[src/rtl/dsp_slice_param.sv]
// Two-channel pre-add/multiply slice with runtime coefficient banks and a shared
// cascadable accumulator. Three enabled pipeline stages from sample to result.
module dsp_slice_param #(
  parameter int AW_Y       = 19,
  parameter int AW_Z       = 18,
  parameter int AW_X       = 18,
  parameter int COEF_DEPTH = 8,
  parameter int RES_W      = 37,
  parameter int ACC_W      = 64,
  parameter int SAT_EN     = 1,
  localparam int CSEL_W    = (COEF_DEPTH > 1) ? $clog2(COEF_DEPTH) : 1
) (
  input  logic                     clk,
  input  logic                     clr_n,
  input  logic                     en,
  input  logic                     in_valid,
  input  logic signed [AW_Y-1:0]   ay,
  input  logic signed [AW_Y-1:0]   by,
  input  logic signed [AW_Z-1:0]   az,
  input  logic signed [AW_Z-1:0]   bz,
  input  logic signed [AW_X-1:0]   ax,
  input  logic signed [AW_X-1:0]   bx,
  input  logic                     sub_a,
  input  logic                     sub_b,
  input  logic                     coefmux_a,
  input  logic                     coefmux_b,
  input  logic [CSEL_W-1:0]        coefsel_a,
  input  logic [CSEL_W-1:0]        coefsel_b,
  input  logic [1:0]               func,
  input  logic                     accumulate,
  input  logic                     loadconst,
  input  logic                     negate,
  input  logic signed [ACC_W-1:0]  constant,
  input  logic signed [ACC_W-1:0]  chainin,
  input  logic                     coef_wr_en,
  input  logic                     coef_wr_ch,
  input  logic [CSEL_W-1:0]        coef_wr_addr,
  input  logic signed [AW_X-1:0]   coef_wr_data,
  output logic                     out_valid,
  output logic [RES_W-1:0]         resulta,
  output logic [RES_W-1:0]         resultb,
  output logic [ACC_W-1:0]         chainout,
  output logic                     overflow
);

  localparam int PRE_W = AW_Y + 1;
  localparam int PW    = PRE_W + AW_X;
  localparam int SW    = ACC_W + 1;
  localparam int NW    = ACC_W + 2;

  localparam logic [RES_W-1:0] RES_MAX = {1'b0, {(RES_W-1){1'b1}}};
  localparam logic [RES_W-1:0] RES_MIN = {1'b1, {(RES_W-1){1'b0}}};
  localparam logic [ACC_W-1:0] ACC_MAX = {1'b0, {(ACC_W-1){1'b1}}};
  localparam logic [ACC_W-1:0] ACC_MIN = {1'b1, {(ACC_W-1){1'b0}}};

  logic signed [PW-1:0]    w_prod [2];
  logic [RES_W-1:0]        w_sat  [2];
  logic [1:0]              w_clamp;

  genvar gi;
  generate
    for (gi = 0; gi < 2; gi++) begin : g_ch
      logic signed [AW_Y-1:0]  w_y;
      logic signed [AW_Z-1:0]  w_z;
      logic signed [AW_X-1:0]  w_x;
      logic                    w_sub;
      logic                    w_cmux;
      logic [CSEL_W-1:0]       w_csel;
      logic signed [AW_X-1:0]  r_bank [COEF_DEPTH];
      logic signed [PRE_W-1:0] r_pre;
      logic signed [AW_X-1:0]  r_opnd;
      logic signed [PW-1:0]    r_prod;

      assign w_y    = (gi == 0) ? ay        : by;
      assign w_z    = (gi == 0) ? az        : bz;
      assign w_x    = (gi == 0) ? ax        : bx;
      assign w_sub  = (gi == 0) ? sub_a     : sub_b;
      assign w_cmux = (gi == 0) ? coefmux_a : coefmux_b;
      assign w_csel = (gi == 0) ? coefsel_a : coefsel_b;

      // Bank writes ignore en so coefficients can be reloaded while the pipe is stalled.
      always_ff @(posedge clk) begin
        if (!clr_n) begin
          for (int k = 0; k < COEF_DEPTH; k++) r_bank[k] <= '0;
        end else if (coef_wr_en && (coef_wr_ch == 1'(gi))) begin
          r_bank[coef_wr_addr] <= coef_wr_data;
        end
      end

      always_ff @(posedge clk) begin
        if (!clr_n) begin
          r_pre  <= '0;
          r_opnd <= '0;
          r_prod <= '0;
        end else if (en) begin
          r_pre  <= w_sub ? (PRE_W'(w_y) - PRE_W'(w_z)) : (PRE_W'(w_y) + PRE_W'(w_z));
          r_opnd <= w_cmux ? r_bank[w_csel] : w_x;
          r_prod <= PW'(r_pre) * PW'(r_opnd);
        end
      end

      assign w_prod[gi] = r_prod;

      if (RES_W >= PW) begin : g_nosat
        assign w_sat[gi]   = RES_W'(r_prod);
        assign w_clamp[gi] = 1'b0;
      end else begin : g_sat
        logic [PW-RES_W:0] w_top;
        assign w_top       = r_prod[PW-1:RES_W-1];
        assign w_clamp[gi] = !((&w_top) || !(|w_top));
        assign w_sat[gi]   = w_clamp[gi] ? (r_prod[PW-1] ? RES_MIN : RES_MAX)
                                         : r_prod[RES_W-1:0];
      end
    end
  endgenerate

  // Per-sample controls ride alongside the datapath through S1 and S2.
  logic                    r1_valid, r2_valid;
  logic [1:0]              r1_func, r2_func;
  logic                    r1_acc, r2_acc, r1_lc, r2_lc, r1_neg, r2_neg;
  logic signed [ACC_W-1:0] r1_const, r2_const, r1_chain, r2_chain;

  always_ff @(posedge clk) begin
    if (!clr_n) begin
      r1_valid <= 1'b0; r2_valid <= 1'b0;
      r1_func  <= '0;   r2_func  <= '0;
      r1_acc   <= 1'b0; r2_acc   <= 1'b0;
      r1_lc    <= 1'b0; r2_lc    <= 1'b0;
      r1_neg   <= 1'b0; r2_neg   <= 1'b0;
      r1_const <= '0;   r2_const <= '0;
      r1_chain <= '0;   r2_chain <= '0;
    end else if (en) begin
      r1_valid <= in_valid;   r2_valid <= r1_valid;
      r1_func  <= func;       r2_func  <= r1_func;
      r1_acc   <= accumulate; r2_acc   <= r1_acc;
      r1_lc    <= loadconst;  r2_lc    <= r1_lc;
      r1_neg   <= negate;     r2_neg   <= r1_neg;
      r1_const <= constant;   r2_const <= r1_const;
      r1_chain <= chainin;    r2_chain <= r1_chain;
    end
  end

  logic signed [ACC_W-1:0]      r_acc;
  logic [RES_W-1:0]             r_resa, r_resb;
  logic                         r_ovf, r_out_valid;
  logic signed [SW-1:0]         w_s;
  logic signed [ACC_W-1:0]      w_fb;
  logic signed [NW-1:0]         w_sum;
  logic                         w_acc_ovf;
  logic [ACC_W-1:0]             w_acc_fin;
  logic signed [ACC_W-RES_W-1:0] w_hi;
  logic                         w_keep_ovf;

  always_comb begin
    w_s = SW'(w_prod[0]) + SW'(w_prod[1]);
    case (r2_func)
      2'b10:   w_s = SW'(w_prod[0]) + SW'(w_prod[1]) + SW'(r2_chain);
      2'b11:   w_s = SW'(w_prod[0]) - SW'(w_prod[1]);
      default: w_s = SW'(w_prod[0]) + SW'(w_prod[1]);
    endcase
  end

  assign w_fb      = r2_lc ? r2_const : (r2_acc ? r_acc : '0);
  assign w_sum     = NW'(w_fb) + (r2_neg ? -NW'(w_s) : NW'(w_s));
  // Result fits ACC_W only if the three top bits agree.
  assign w_acc_ovf = !((&w_sum[NW-1:ACC_W-1]) || !(|w_sum[NW-1:ACC_W-1]));
  assign w_acc_fin = (w_acc_ovf && (SAT_EN != 0)) ? (w_sum[NW-1] ? ACC_MIN : ACC_MAX)
                                                  : w_sum[ACC_W-1:0];
  assign w_hi       = w_acc_fin[ACC_W-1:RES_W];
  assign w_keep_ovf = r_ovf && (r2_acc || r2_lc);

  always_ff @(posedge clk) begin
    if (!clr_n) begin
      r_out_valid <= 1'b0;
      r_acc       <= '0;
      r_resa      <= '0;
      r_resb      <= '0;
      r_ovf       <= 1'b0;
    end else if (en) begin
      r_out_valid <= r2_valid;
      if (r2_valid) begin
        if (r2_func == 2'b00) begin
          r_resa <= w_sat[0];
          r_resb <= w_sat[1];
          r_ovf  <= (|w_clamp) || w_keep_ovf;
        end else begin
          r_acc  <= w_acc_fin;
          r_resa <= w_acc_fin[RES_W-1:0];
          r_resb <= RES_W'(w_hi);
          r_ovf  <= w_acc_ovf || w_keep_ovf;
        end
      end
    end
  end

  assign out_valid = r_out_valid;
  assign resulta   = r_resa;
  assign resultb   = r_resb;
  assign chainout  = r_acc;
  assign overflow  = r_ovf;

endmodule

[config.mk]
export PLATFORM = sky130hd
export DESIGN_NAME = dsp_slice_param
export DESIGN_NICKNAME = d
export VERILOG_FILES = /design/src/rtl/dsp_slice_param.sv
export SDC_FILE = /design/constraint.sdc
export NUM_CORES = 2
export LEC_CHECK = 0
export ABC_AREA = 0
export CAP_MARGIN = 20
export CORE_ASPECT_RATIO = 1.5
export CORE_MARGIN = 5
export CORE_UTILIZATION = 45
export CTS_BUF_LIST = sky130_fd_sc_hd__clkbuf_4
export DETAILED_ROUTE_END_ITERATION = 6
export GPL_TIMING_DRIVEN = 0
export SLEW_MARGIN = 20
export SYNTH_ARGS = -nofsm -noshare
export SYNTH_HDL_FRONTEND = slang
export SYNTH_SLANG_ARGS = --single-unit
[constraint.sdc]
create_clock -name clk -period 29.8 [get_ports clk]
set_input_delay 2.98 -clock clk [delete_from_list [all_inputs] [get_ports clk]]
set_output_delay 2.98 -clock clk [all_outputs]
set_load 0.02 [all_outputs]
==> out/qor.yml <==
rsz0062_at_grt: "no"
final_core_util: 0.511
power.density_nw_per_um2: 64.2
power.leakage_nw: 36.6
cp_common_cell: "a21oi_1"
period_share: 0.436
ys_ff_latch: 848
rows: 186
p_clk_frac: 0.181
min_delay_worst_endpoint: "r2_chain[14]$_SDFFE_PN0P_"
status: "completed"
finalHoldViolCount: 0
synth_largest_area_cell: "fa_1"
initial_core_util: 0.451
die_h_um: 517
cts_root_buf: "clkbuf_4"
synth-edff-count: 288
cts_buffers: 212
wl_per_cell_um: 26.0
reg2reg_slack_ps: 16820
dr.pass1.iters: 6
vias: 66300
grt_pass1_vias: 68000
rr_startpoint: "g_ch[0].r_prod[1]$_SDFFE_PN0P_"
clkLatencyLatePin_ps: 1250
grt-ovfl-total: 0
ctsHoldBuffers: 0
port_buffers: 410
ir_drop_uv: 32.2
cp.buffers_inverters: 2
ys_top_cells_by_area: "fa_1 (19%), dfxtp_1 (15%), edfxtp_1 (11%)"
dieArea_um2: 180000
antenna_found_initial: 21
core_area_um2: 171000
drive_gt1_frac: 0.0661
worstMarginPinSlew_ps: 1220
crit_path_max_incr_delay_ps: 870
initialDrtViolationCount: 4940
fin_crit_ps: 12980
switchingPower_w: 0.00273
drc_errors: 0
fill_cells: 16400
place_area_um2: 84500
grt_max_degree: 21
r2r.worst_path.cells: 38
p_sw_frac: 0.486
synth_ff_type: "dfxtp_1"
synth_nets: 9973
timing.max_slew.rel_slack: 0.185
rr_endpoint: "resultb[24]$_SDFFE_PN0P_"
netlist_instances: 8519
hpwl_mm: 252
wirelength_mm: 301
postCtsSetupRepairBufs: 0
setup_viol: 0
p_int_w: 0.00288
max_cap_viol_count: 0
drtAntennaViolNets: 0
vias_per_cell: 5.72
critPathSlowestCell: "dfxtp_1"
min_path_type: "flip-flop to flip-flop"
die_x_um: 348
synth_area_um2: 77200
cts_tree: "done"
startpoint_type: "flip-flop"
fmax_mhz: 77.0
fin_skew_ps: 120
maxSlewViolCount: 0
routabilityCongestion: 1.01
cts_resized: 0
synthArstFlopShare: 0
p_comb_frac: 0.565
synth_warnings: 0
hold_depth: 2
min_from: "r1_chain[14]$_SDFFE_PN0P_"
fin_nets: 10600
ys_types: 117
clk_pin_slew_ps: 70
p_seq_frac: 0.254
grt_pass1_wl_mm: 438
cp_data_arrival_time_ps: 13980
path_class: "flip-flop to flip-flop"
critical_path.top_delay_family: "compound AO/OA/AOI/OAI gates"
tns_ps: 0
final_area_um2: 87300
yosys.area.top_type_share: 0.189
required_ps: 30800
avgSynthCellArea_um2: 9.06
cp_max_fo: 10
track_usage: 0.328
cts_buffer_depth: 3
num_io_pins: 420
htree_levels: 4
synth-seq-area-share: 0.257
cts_sinks: 848
crit_path_end_kind: "flip-flop"
synthToLayoutAreaGrowth_pct: 13.1
==> cells in the final DEF, fill, tap and decap left out, types with 34 or more instances in the layout <==
master	instances
a211oi_1	75
a21o_1	111
a21oi_1	450
a22o_1	68
a31oi_1	48
and2_1	542
and3_1	34
buf_1	47
buf_2	36
clkbuf_1	398
clkbuf_4	294
clkdlybuf4s50_1	410
clkinv_1	47
dfxtp_1	560
edfxtp_1	288
fa_1	728
ha_1	446
inv_1	877
mux2i_1	378
mux4_2	72
nand2_1	854
nand2b_1	112
nand3_1	119
nand4_1	47
nor2_1	789
nor2b_1	60
nor3_1	93
o211ai_1	119
o21a_1	45
o21ai_0	251
or3_1	41
xnor2_1	244
xor2_1	95
==> flip-flops by register name (all words and copies together), names as in the netlist, 2 cells and up <==
register / count
chainout: 64
g_ch.r_bank: 288
g_ch.r_opnd: 36
g_ch.r_pre: 40
g_ch.r_prod: 76
r1_chain: 64
r1_const: 64
r1_func: 2
r2_chain: 64
r2_const: 64
r2_func: 2
resulta: 37
resultb: 37
==> power groups by stage <==
| stage | Combinational, W | Clock [W] | Sequential [W] |
|---|---|---|---|
| finish | 0.00317 | 0.00102 | 0.00142 |
| global route | 0.00342 | 0.00110 | 0.00142 |
| CTS | 0.00313 | 0.00104 | 0.00142 |
| detailed placement | 0.00309 | 0 | 0.00144 |
| global placement | 0.00308 | 0 | 0.00144 |
| floorplan | 0.00209 | 0 | 0.00135 |
==> final cells by class <==
class                           instances  area [um2]  share of cell area
Clock inverter                         83         554             0.00635
Antenna cell                           17        42.5            0.000487
Timing Repair Buffer                  424        4290              0.0492
Sequential cell                       848       19900               0.227
Multi-Input combinational cell       6283       52200               0.598
Inverter                              880        3300              0.0378
Clock buffer                          294        2210              0.0253
Buffer                                508        2050              0.0234
Tap cell                             2256        2820              0.0323
==> synth_stat cells, types with 96 or more instances <==
library cell / instances
ha_1: 446
and2_1: 542
edfxtp_1: 288
nand2b_1: 112
nand2_1: 854
dfxtp_1: 560
xnor2_1: 244
nor2_1: 791
clkbuf_1: 407
a21o_1: 111
inv_1: 877
mux2i_1: 378
o211ai_1: 119
a21oi_1: 450
nor3_1: 96
o21ai_0: 264
nand3_1: 119
fa_1: 728
==> through the flow <==
step                power [W]  std cells  setup slack, ps  hold WS, ps
floorplan             0.00344       8519            19890          460
global placement      0.00452      11200            15770          473
detailed placement    0.00454      11200            16960          485
CTS                   0.00559      11600            16940          471
global route          0.00594      11600            16330          494
finish                0.00561      11600            16820          482
==> worst reg2reg max path: cells and delay by family (launching register included) <==
family                     cells  cell delay, ps
AOI/OAI and AO/OA             17            5110
xor gates and xnor gates       2             950
adders and majority gates      3             970
buffers and inverters          2             450
DFF                            1             870
and+or+nand+nor               14            4440
==> metal layers <==
layer | wire length, um | vias up | global-route usage
met5 | 96 | - | 0
met3 | 19100 | 779 | 0.0559
li1 | - | 29900 | -
met4 | 22800 | 14 | 0.210
met1 | 112000 | 32900 | 0.376
met2 | 147000 | 2719 | 0.568
==> logic make-up (layout without fill, tap and decap cells) <==
group | Yosys count | count (layout) | synth area share
simple gates | 2827 | 2827 | 0.175
compound gates | 1488 | 1488 | 0.128
buf+inv | 1388 | 2189 | 0.0690
fa+ha+maj | 1174 | 1174 | 0.261
flops | 848 | 848 | 0.257
mux | 455 | 455 | 0.0708
xor+xnor | 339 | 339 | 0.0384
other cells | 0 | 17 | 0
==> how the worst max path moves through the flow <==
stage | startpoint | to | slack (ps) | cells past startpoint
floorplan | g_ch[1].r_prod[6]$_SDFFE_PN0P_ | resulta[28]$_SDFFE_PN0P_ | 19890 | 43
global placement | g_ch[1].r_prod[12]$_SDFFE_PN0P_ | overflow$_SDFFE_PN0P_ | 15770 | 38
detailed placement | g_ch[0].r_prod[1]$_SDFFE_PN0P_ | overflow$_SDFFE_PN0P_ | 16960 | 39
CTS | g_ch[0].r_prod[1]$_SDFFE_PN0P_ | overflow$_SDFFE_PN0P_ | 16940 | 39
global route | g_ch[0].r_prod[1]$_SDFFE_PN0P_ | resultb[24]$_SDFFE_PN0P_ | 16330 | 41
finish | g_ch[0].r_prod[1]$_SDFFE_PN0P_ | resultb[24]$_SDFFE_PN0P_ | 16820 | 38
(Power assumes the default switching activity.)
